--- config.mk ---
export PLATFORM = sky130hd
export DESIGN_NAME = pc_redirect_ctrl_flat
export DESIGN_NICKNAME = d
export VERILOG_FILES = /design/src/rtl/pc_redirect_ctrl_if.sv /design/src/rtl/pc_redirect_ctrl.sv /design/src/flat_wrapper.sv
export SDC_FILE = /design/constraint.sdc
export NUM_CORES = 1
export LEC_CHECK = 0
export CAP_MARGIN = 20
export CELL_PAD_IN_SITES_DETAIL_PLACEMENT = 1
export CELL_PAD_IN_SITES_GLOBAL_PLACEMENT = 1
export CORE_AREA = 3 3 65 67
export CTS_CLUSTER_DIAMETER = 40
export DETAILED_ROUTE_END_ITERATION = 12
export DIE_AREA = 0 0 68 70
export GPL_ROUTABILITY_DRIVEN = 1
export HOLD_SLACK_MARGIN = 0.08
export PLACE_DENSITY_LB_ADDON = 0.25
export SLEW_MARGIN = 15
export SYNTH_ARGS = -nofsm -noshare
export SYNTH_HDL_FRONTEND = slang
export SYNTH_SLANG_ARGS = --single-unit
export TNS_END_PERCENT = 50
--- constraint.sdc ---
create_clock -name i_clk -period 3.5 [get_ports i_clk]
set_input_delay 0.7 -clock i_clk [delete_from_list [all_inputs] [get_ports i_clk]]
set_output_delay 0.7 -clock i_clk [all_outputs]
set_load 0.05 [all_outputs]
--- src/rtl/pc_redirect_ctrl_if.sv ---
// Branch-redirect bus from the execute-stage branch logic to the fetch PC controller.
// The master (EX stage) drives the redirect request; the slave (fetch) consumes it.
interface pc_redirect_ctrl_if;
  logic        PcSel;
  logic        Jal;
  logic        Halt;
  logic [31:0] BrPC;

  modport master (output PcSel, output Jal, output Halt, output BrPC);
  modport slave  (input  PcSel, input  Jal, input  Halt, input  BrPC);
endinterface

--- src/rtl/pc_redirect_ctrl.sv ---
// Fetch-side PC register with registered redirect, flush, misalign and halt outputs.
// Optional saturating redirect counter is enabled by defining PC_REDIRECT_CNT_EN.
module pc_redirect_ctrl #(
  parameter int          PC_W     = 9,
  parameter int unsigned RESET_PC = 0
) (
  input  logic                i_clk,
  input  logic                i_reset,
  input  logic                i_stall,
  pc_redirect_ctrl_if.slave   s_redirect,
  output logic [PC_W-1:0]     o_pc,
  output logic                o_pc_valid,
  output logic                o_flush_if_id,
  output logic                o_flush_id_ex,
  output logic                o_misalign,
  output logic                o_halted,
  output logic [15:0]         o_redirect_count
);

  typedef enum logic [1:0] {S_BOOT, S_RUN, S_FLUSH, S_HALTED} state_t;

  state_t          r_state;
  state_t          w_next_state;
  logic [PC_W-1:0] r_pc;
  logic [PC_W-1:0] w_next_pc;
  logic [PC_W-1:0] w_pc_inc;
  logic            r_pc_valid;
  logic            r_flush;
  logic            r_misalign;
  logic            r_halted;
  logic            w_flush;
  logic            w_misalign;
  logic            w_cnt_inc;
  logic            w_unused;

  assign w_pc_inc = r_pc + PC_W'(4);

  always_comb begin
    w_next_state = r_state;
    w_next_pc    = r_pc;
    w_flush      = 1'b0;
    w_misalign   = 1'b0;
    w_cnt_inc    = 1'b0;
    case (r_state)
      S_BOOT: w_next_state = S_RUN;
      S_RUN: begin
        if (s_redirect.Halt) begin
          w_next_state = S_HALTED;
          w_flush      = 1'b1;
        end else if (s_redirect.PcSel || s_redirect.Jal) begin
          // Redirect beats Stall: the stalled instruction is younger and gets squashed.
          w_next_state = S_FLUSH;
          w_next_pc    = {s_redirect.BrPC[PC_W-1:2], 2'b00};
          w_flush      = 1'b1;
          w_misalign   = |s_redirect.BrPC[1:0];
          w_cnt_inc    = 1'b1;
        end else if (!i_stall) begin
          w_next_pc = w_pc_inc;
        end
      end
      S_FLUSH: begin
        w_next_state = S_RUN;
        if (!i_stall) w_next_pc = w_pc_inc;
      end
      S_HALTED: w_next_state = S_HALTED;
      default:  w_next_state = S_BOOT;
    endcase
  end

  always_ff @(posedge i_clk or negedge i_reset) begin
    if (!i_reset) begin
      r_state    <= S_BOOT;
      r_pc       <= PC_W'(RESET_PC);
      r_pc_valid <= 1'b0;
      r_flush    <= 1'b0;
      r_misalign <= 1'b0;
      r_halted   <= 1'b0;
    end else begin
      r_state    <= w_next_state;
      r_pc       <= w_next_pc;
      r_pc_valid <= (w_next_state == S_RUN) || (w_next_state == S_FLUSH);
      r_flush    <= w_flush;
      r_misalign <= w_misalign;
      r_halted   <= (w_next_state == S_HALTED);
    end
  end

  assign o_pc          = r_pc;
  assign o_pc_valid    = r_pc_valid;
  assign o_flush_if_id = r_flush;
  assign o_flush_id_ex = r_flush;
  assign o_misalign    = r_misalign;
  assign o_halted      = r_halted;

`ifdef PC_REDIRECT_CNT_EN
  logic [15:0] r_cnt;

  always_ff @(posedge i_clk or negedge i_reset) begin
    if (!i_reset) begin
      r_cnt <= 16'h0000;
    end else if (w_cnt_inc && (r_cnt != 16'hFFFF)) begin
      r_cnt <= r_cnt + 16'd1;
    end
  end

  assign o_redirect_count = r_cnt;
  assign w_unused         = ^s_redirect.BrPC;
`else
  assign o_redirect_count = 16'h0000;
  assign w_unused         = ^{s_redirect.BrPC, w_cnt_inc};
`endif

endmodule
--- src/flat_wrapper.sv ---
// flat-port wrapper written by rule: the top's interface ports become plain ports
module pc_redirect_ctrl_flat 
#(
  parameter int          PC_W     = 9,
  parameter int unsigned RESET_PC = 0
)
  (i_clk, i_reset, i_stall, o_pc, o_pc_valid, o_flush_if_id, o_flush_id_ex, o_misalign, o_halted, o_redirect_count, s_redirect_PcSel, s_redirect_Jal, s_redirect_Halt, s_redirect_BrPC);
  pc_redirect_ctrl_if s_redirect_i ();
  input  logic i_clk;
  input  logic i_reset;
  input  logic i_stall;
  output logic [PC_W-1:0] o_pc;
  output logic o_pc_valid;
  output logic o_flush_if_id;
  output logic o_flush_id_ex;
  output logic o_misalign;
  output logic o_halted;
  output logic [15:0] o_redirect_count;
  input wire logic [$bits(s_redirect_i.PcSel)-1:0] s_redirect_PcSel;
  input wire logic [$bits(s_redirect_i.Jal)-1:0] s_redirect_Jal;
  input wire logic [$bits(s_redirect_i.Halt)-1:0] s_redirect_Halt;
  input wire logic [$bits(s_redirect_i.BrPC)-1:0] s_redirect_BrPC;
  assign s_redirect_i.PcSel = s_redirect_PcSel;
  assign s_redirect_i.Jal = s_redirect_Jal;
  assign s_redirect_i.Halt = s_redirect_Halt;
  assign s_redirect_i.BrPC = s_redirect_BrPC;
  pc_redirect_ctrl #(.PC_W(PC_W), .RESET_PC(RESET_PC)) u_core (.i_clk(i_clk), .i_reset(i_reset), .i_stall(i_stall), .s_redirect(s_redirect_i), .o_pc(o_pc), .o_pc_valid(o_pc_valid), .o_flush_if_id(o_flush_if_id), .o_flush_id_ex(o_flush_id_ex), .o_misalign(o_misalign), .o_halted(o_halted), .o_redirect_count(o_redirect_count));
endmodule
# Yosys cells after proc, flatten, opt, wreduce, memory -nomap -nowiden
# Cells that the tools add are included.
word_totals:
  ff_bits: 15
  inputBits: 38
  out_inout_bits: 30
  word_cells: 34
classes:
  addsub: 1
  n_eq_ne: 7
  muxes: 13
  n_reduce_logical: 7
ops:
  columns: ["op", "count"]
  rows:
  - ["$mux 9", 3]
  - ["$pmux 9 s2", 1]
  - ["$add 9x3->9 const B", 1]
  - ["$eq 2x2->1 const B", 4]
  - ["$mux 1", 6]
  - ["$pmux 2 s3", 1]
  - ["$eq 2x1->1 const B", 2]
  - ["$mux 2", 2]
  - ["$reduce_or 2->1", 2]
  - ["$logic_not 2->1", 1]
  - ["$logic_or 1x1->1", 2]
  - ["$ne 2x2->1 const B", 1]
  - ["$reduce_and 2->1", 1]
  - ["$reduce_bool 2->1", 1]

# Logic depth before layout (Yosys ltp)
logic_depth:
  depth_word: 6
  depth_mapped: 6
  ltp_nobuf: 5

# Worst setup path after synthesis
# Ideal clock, no wire load.
synth_timing:
  kind: "reg2reg"
  start: "register u_core.r_pc[2] (netlist: u_core.o_pc[2])"
  end: "register u_core.r_pc[8] (netlist: u_core.o_pc[8])"
  setup_time_ps: 127
  arrival_time_ps: 1576
  required_time_ps: 3373
  setup_slack_ps: 1798
  path_stages_with_launch: 6
  path_buffers: 0
  period_less_slack_ps: 1702
  cell_sequence: "dfrtp_1 > ha_1 > nand2b_1 > nor3_1 > a31oi_1 > o2bb2a_1"
synth_via:
  elab_chain_len: 5
synth_lines:
  columns: ["element", "line", "rtl"]
  rows:
  - ["start: declaration", "pc_redirect_ctrl.sv:24", "logic [PC_W-1:0] r_pc;"]
  - ["start signal: assignment", "pc_redirect_ctrl.sv:73", "r_pc <= PC_W'(RESET_PC);"]
  - ["start signal: assignment", "pc_redirect_ctrl.sv:80", "r_pc <= w_next_pc;"]
  - ["$add 9x3->9 (*)", "pc_redirect_ctrl.sv:36", "assign w_pc_inc = r_pc + PC_W'(4);"]
  - ["$mux 9 (*)", "pc_redirect_ctrl.sv:57, pc_redirect_ctrl.sv:63", null]
  - ["$mux 9", "pc_redirect_ctrl.sv:50", "end else if (s_redirect.PcSel || s_redirect.Jal) begin"]
  - ["$mux 9", "pc_redirect_ctrl.sv:47", "if (s_redirect.Halt) begin"]
  - ["$pmux 9 s2 (*)", "pc_redirect_ctrl.sv:44", "case (r_state)"]
# Every way passes the cells marked *; elsewhere a longest branch is shown, timed or not. The select of a mux whose other input is x is not followed.
# A chain may end at the register's enable or synchronous reset.

# Final worst setup path
layout_timing:
  start: "register u_core.r_pc[5] (netlist: u_core.o_pc[5])"
  end: "output o_pc[5]"
layout_lines:
  columns: ["element", "line", "rtl"]
  rows:
  - ["end: declaration", "flat_wrapper.sv:12", "output logic [PC_W-1:0] o_pc;"]
# No word-level cell between the ends.

==> key figures <==
Clocking
  – H-tree Lvls: 1
  – CTS Buffer Depth: 2
  – Num CTS Buffers: 3
  – TritonCTS Sinks: 13
  – Post-CTS setup buffers: 0
  – Hold buffer count at cts: 0
  – CTS tree: built
  – Root Buffer: clkbuf_8
  – Clock transition at the registers of the reported paths: 0.06 ns
  – Worst-Skew Late Latency: 0.24 ns
  – Post-cts sizing count: 0

Power
  – Logic pwr share: 41.0%
  – Cell-internal power: 0.3269 mW
  – Net Sw Frac: 41.71%
  – Lkg Pwr: 0.4645 nW
  – P_sw: 0.2340 mW
  – Power share of the clock group: 23.7%
  – Sequential share of power: 35.3%
  – Pwr/cell area: 513.5 nW/µm²
  – Maximum vdd drop: 0.0001200 V

Setup path
  – Crit Path Max Fanout: 7
  – Setup crit end kind: primary output
  – Number of buffers and inverters on the critical path: 1
  – Critical-path top delay cell: clkdlybuf4s50_1
  – Worst-path cell chain: clkdlybuf4s50_1
  – Arrival time at the worst endpoint: 1.53 ns
  – Startpoint types: flip-flop
  – Worst R2R Path Depth: 4
  – Levels on crit path: 1
  – Crit path largest cell delay: 0.84 ns
  – Req. time, crit path: 2.80 ns
  – CP delay by family, top: buffers and inverters
  – Crit path kind: flip-flop to primary output

Detailed routing
  – Routed WL: 2023 µm
  – Vias/cell: 4.280
  – Iteration-0 DRC Markers: 20
  – Post-route ant nets: 0
  – Per-cell routed wire length: 12.57 µm
  – Vias: 689
  – DRC viols: 0
  – First-pass DRT Iterations: 4

Synthesis
  – Synth Flop Type: dfrtp_1
  – Average cell area after synthesis: 9.521 µm²
  – Synth top cells by count: buf_4, dfrtp_1, a21oi_1
  – Part of the Yosys area used for sequential elements: 39.27%
  – Yosys reg bits: 13
  – Post-Syn Instances: 87
  – Top post-synthesis cells by area: dfrtp_1, buf_4, a21oi_1
  – Synth async-reset ratio: 100.0%
  – Yosys warning count: 0
  – Synth cell types: 30
  – Number of synthesized flops with an enable pin: 0
  – Share of the synthesized area in the top cell type: 39.27%
  – Post-Syn Area: 828.3 µm²
  – Most frequent cell after synthesis: buf_4
  – Post-synth top area cell: dfrtp_1

Placed design
  – Hpwl dp: 1573 µm
  – Final GP Congestion: 0.7782
  – PortBufs: 26

GRT
  – Initial antenna violation count: 0
  – Gr busiest metal: met2
  – Largest net degree at the start of global routing: 14
  – Met3 Track Usage GR: 2.572%
  – Remaining global-route overflow: 0
  – Met2 Use GR: 13.92%
  – Vias in the first global route: 681
  – All-Layer GR Usage: 9.024%
  – Global Route met1 Usage: 11.14%
  – First-pass GRT wire length: 3222 µm

Hold path
  – Hold depth: 1
  – HP Class: flip-flop to flip-flop

Run
  – Max-cap violations: 0

Cells and area
  – Ant. Diodes: 0
  – Layout area overhead: 31.87%
  – Post-layout util: 29.61%
  – Layout cells sized above 1: 6.195%
  – Fin nets: 154

STA
  – Setup Skew: 0.005520 ns
  – Rel. slew slack: 54.78%
  – Max Slew Vio Count: 0
  – Final period util: 63.69%
  – Setup TNS: 0 ns
  – Final Critical Period: 2.229 ns
  – FMAX: 0.4486 GHz
  – Tightest Pin Transition: 0.6770 ns
  – RSZ-0062 raised after global routing: false
  – Final setup vio count: 0
  – Final hold vios: 0

Floorplan
  – Starting Density: 22.46%
  – Cell row count: 22
  – Die X: 68 µm
  – Die Y: 70 µm
  – Core box area: 3689 µm²
  – # IOs: 68
  – Die Area: 4760 µm²

Status
  – Run status: finished, final reports clean
-- path summary, 6_finish.rpt --
path                                        startpoint                        endpoint  slack, ns
min in group asynchronous                      i_reset      u_core.o_pc[7]$_DFFE_PN0P_       0.84
min                        u_core.r_state[1]$_DFF_PN0_  u_core.o_flush_id_ex$_DFF_PN0_       0.46
max                         u_core.o_pc[5]$_DFFE_PN0P_                         o_pc[5]       1.27
max in group asynchronous                      i_reset     u_core.r_state[0]$_DFF_PN0_       2.26
max reg2reg                u_core.r_state[0]$_DFF_PN0_      u_core.o_pc[3]$_DFFE_PN0P_       1.68
min reg2reg                u_core.r_state[1]$_DFF_PN0_  u_core.o_flush_id_ex$_DFF_PN0_       0.46
-- registers in the layout, indices dropped and copies added, names as in the netlist --
name / flops
u_core.r_state: 2
u_core.o_flush_id_ex: 1
u_core.o_halted: 1
u_core.o_misalign: 1
u_core.o_pc_valid: 1
u_core.o_pc: 7
-- area by class of cell --
type                       count  area, µm²
clock buffer                   4      45.04
fill                         442       2596
inverter                       4      15.01
multi-input combinational     66      386.6
sequential                    13      325.3
tap                           48      60.06
timing repair buffer          26      260.3
-- power groups by stage --
| stage | clock network [mW] | registers [mW] | logic (mW) |
|---|---|---|---|
| after detailed placement | 0 | 0.201 | 0.231 |
| final | 0.133 | 0.198 | 0.230 |
| after CTS | 0.137 | 0.199 | 0.232 |
| after floorplan | 0 | 0.269 | 0.102 |
| after global routing | 0.145 | 0.202 | 0.244 |
| after global placement | 0 | 0.200 | 0.229 |
-- per-layer routing --
metal	vias to the layer above	wire length, µm
met5	-	0
met4	0	34
met3	2	179
met2	29	984
met1	333	825
li1	325	-
-- placed cells by master (no fill, tap or decap), drive strengths merged --
master,synthesis,final
nor3,4,4
nor2b,2,2
conb,1,18
a41oi,1,1
clkdlybuf4s50,0,26
nand2,2,2
a21o,1,1
a21boi,1,1
a21oi,7,7
nand2b,1,1
o22a,2,2
inv,4,4
ha,2,2
clkbuf,0,4
a31oi,2,2
and4b,1,1
and3b,1,1
o21ai,3,3
o22ai,3,3
nand3,2,2
or2,1,1
nor2,5,5
a2bb2oi,2,2
o2bb2a,3,3
dfrtp,13,13
nand3b,1,1
nand4,1,1
-- stage by stage --
step	hold slack, ns	instance area, µm²	power, mW	std cells	setup slack (ns)
global route	0.4784	1092	0.5902	161	1.225
CTS	0.4570	1092	0.5674	161	1.264
floorplan	0.4044	892.1	0.3718	104	1.798
finish	0.4581	1092	0.5609	161	1.271
detailed placement	0.4473	1047	0.4325	157	1.244
global placement	0.4380	1047	0.4296	157	1.258
-- logic make-up (layout without fill, tap and decap cells) --
group	count (synthesis)	after routing	synth area share (%)
compound gates	25	25	21.15
fa+ha+maj	2	2	3.021
buf+inv	25	34	21.75
flops	13	13	39.27
other cells	1	18	0.4527
simple gates	21	21	14.35
No activity file was read; power rests on OpenSTA's default activity.
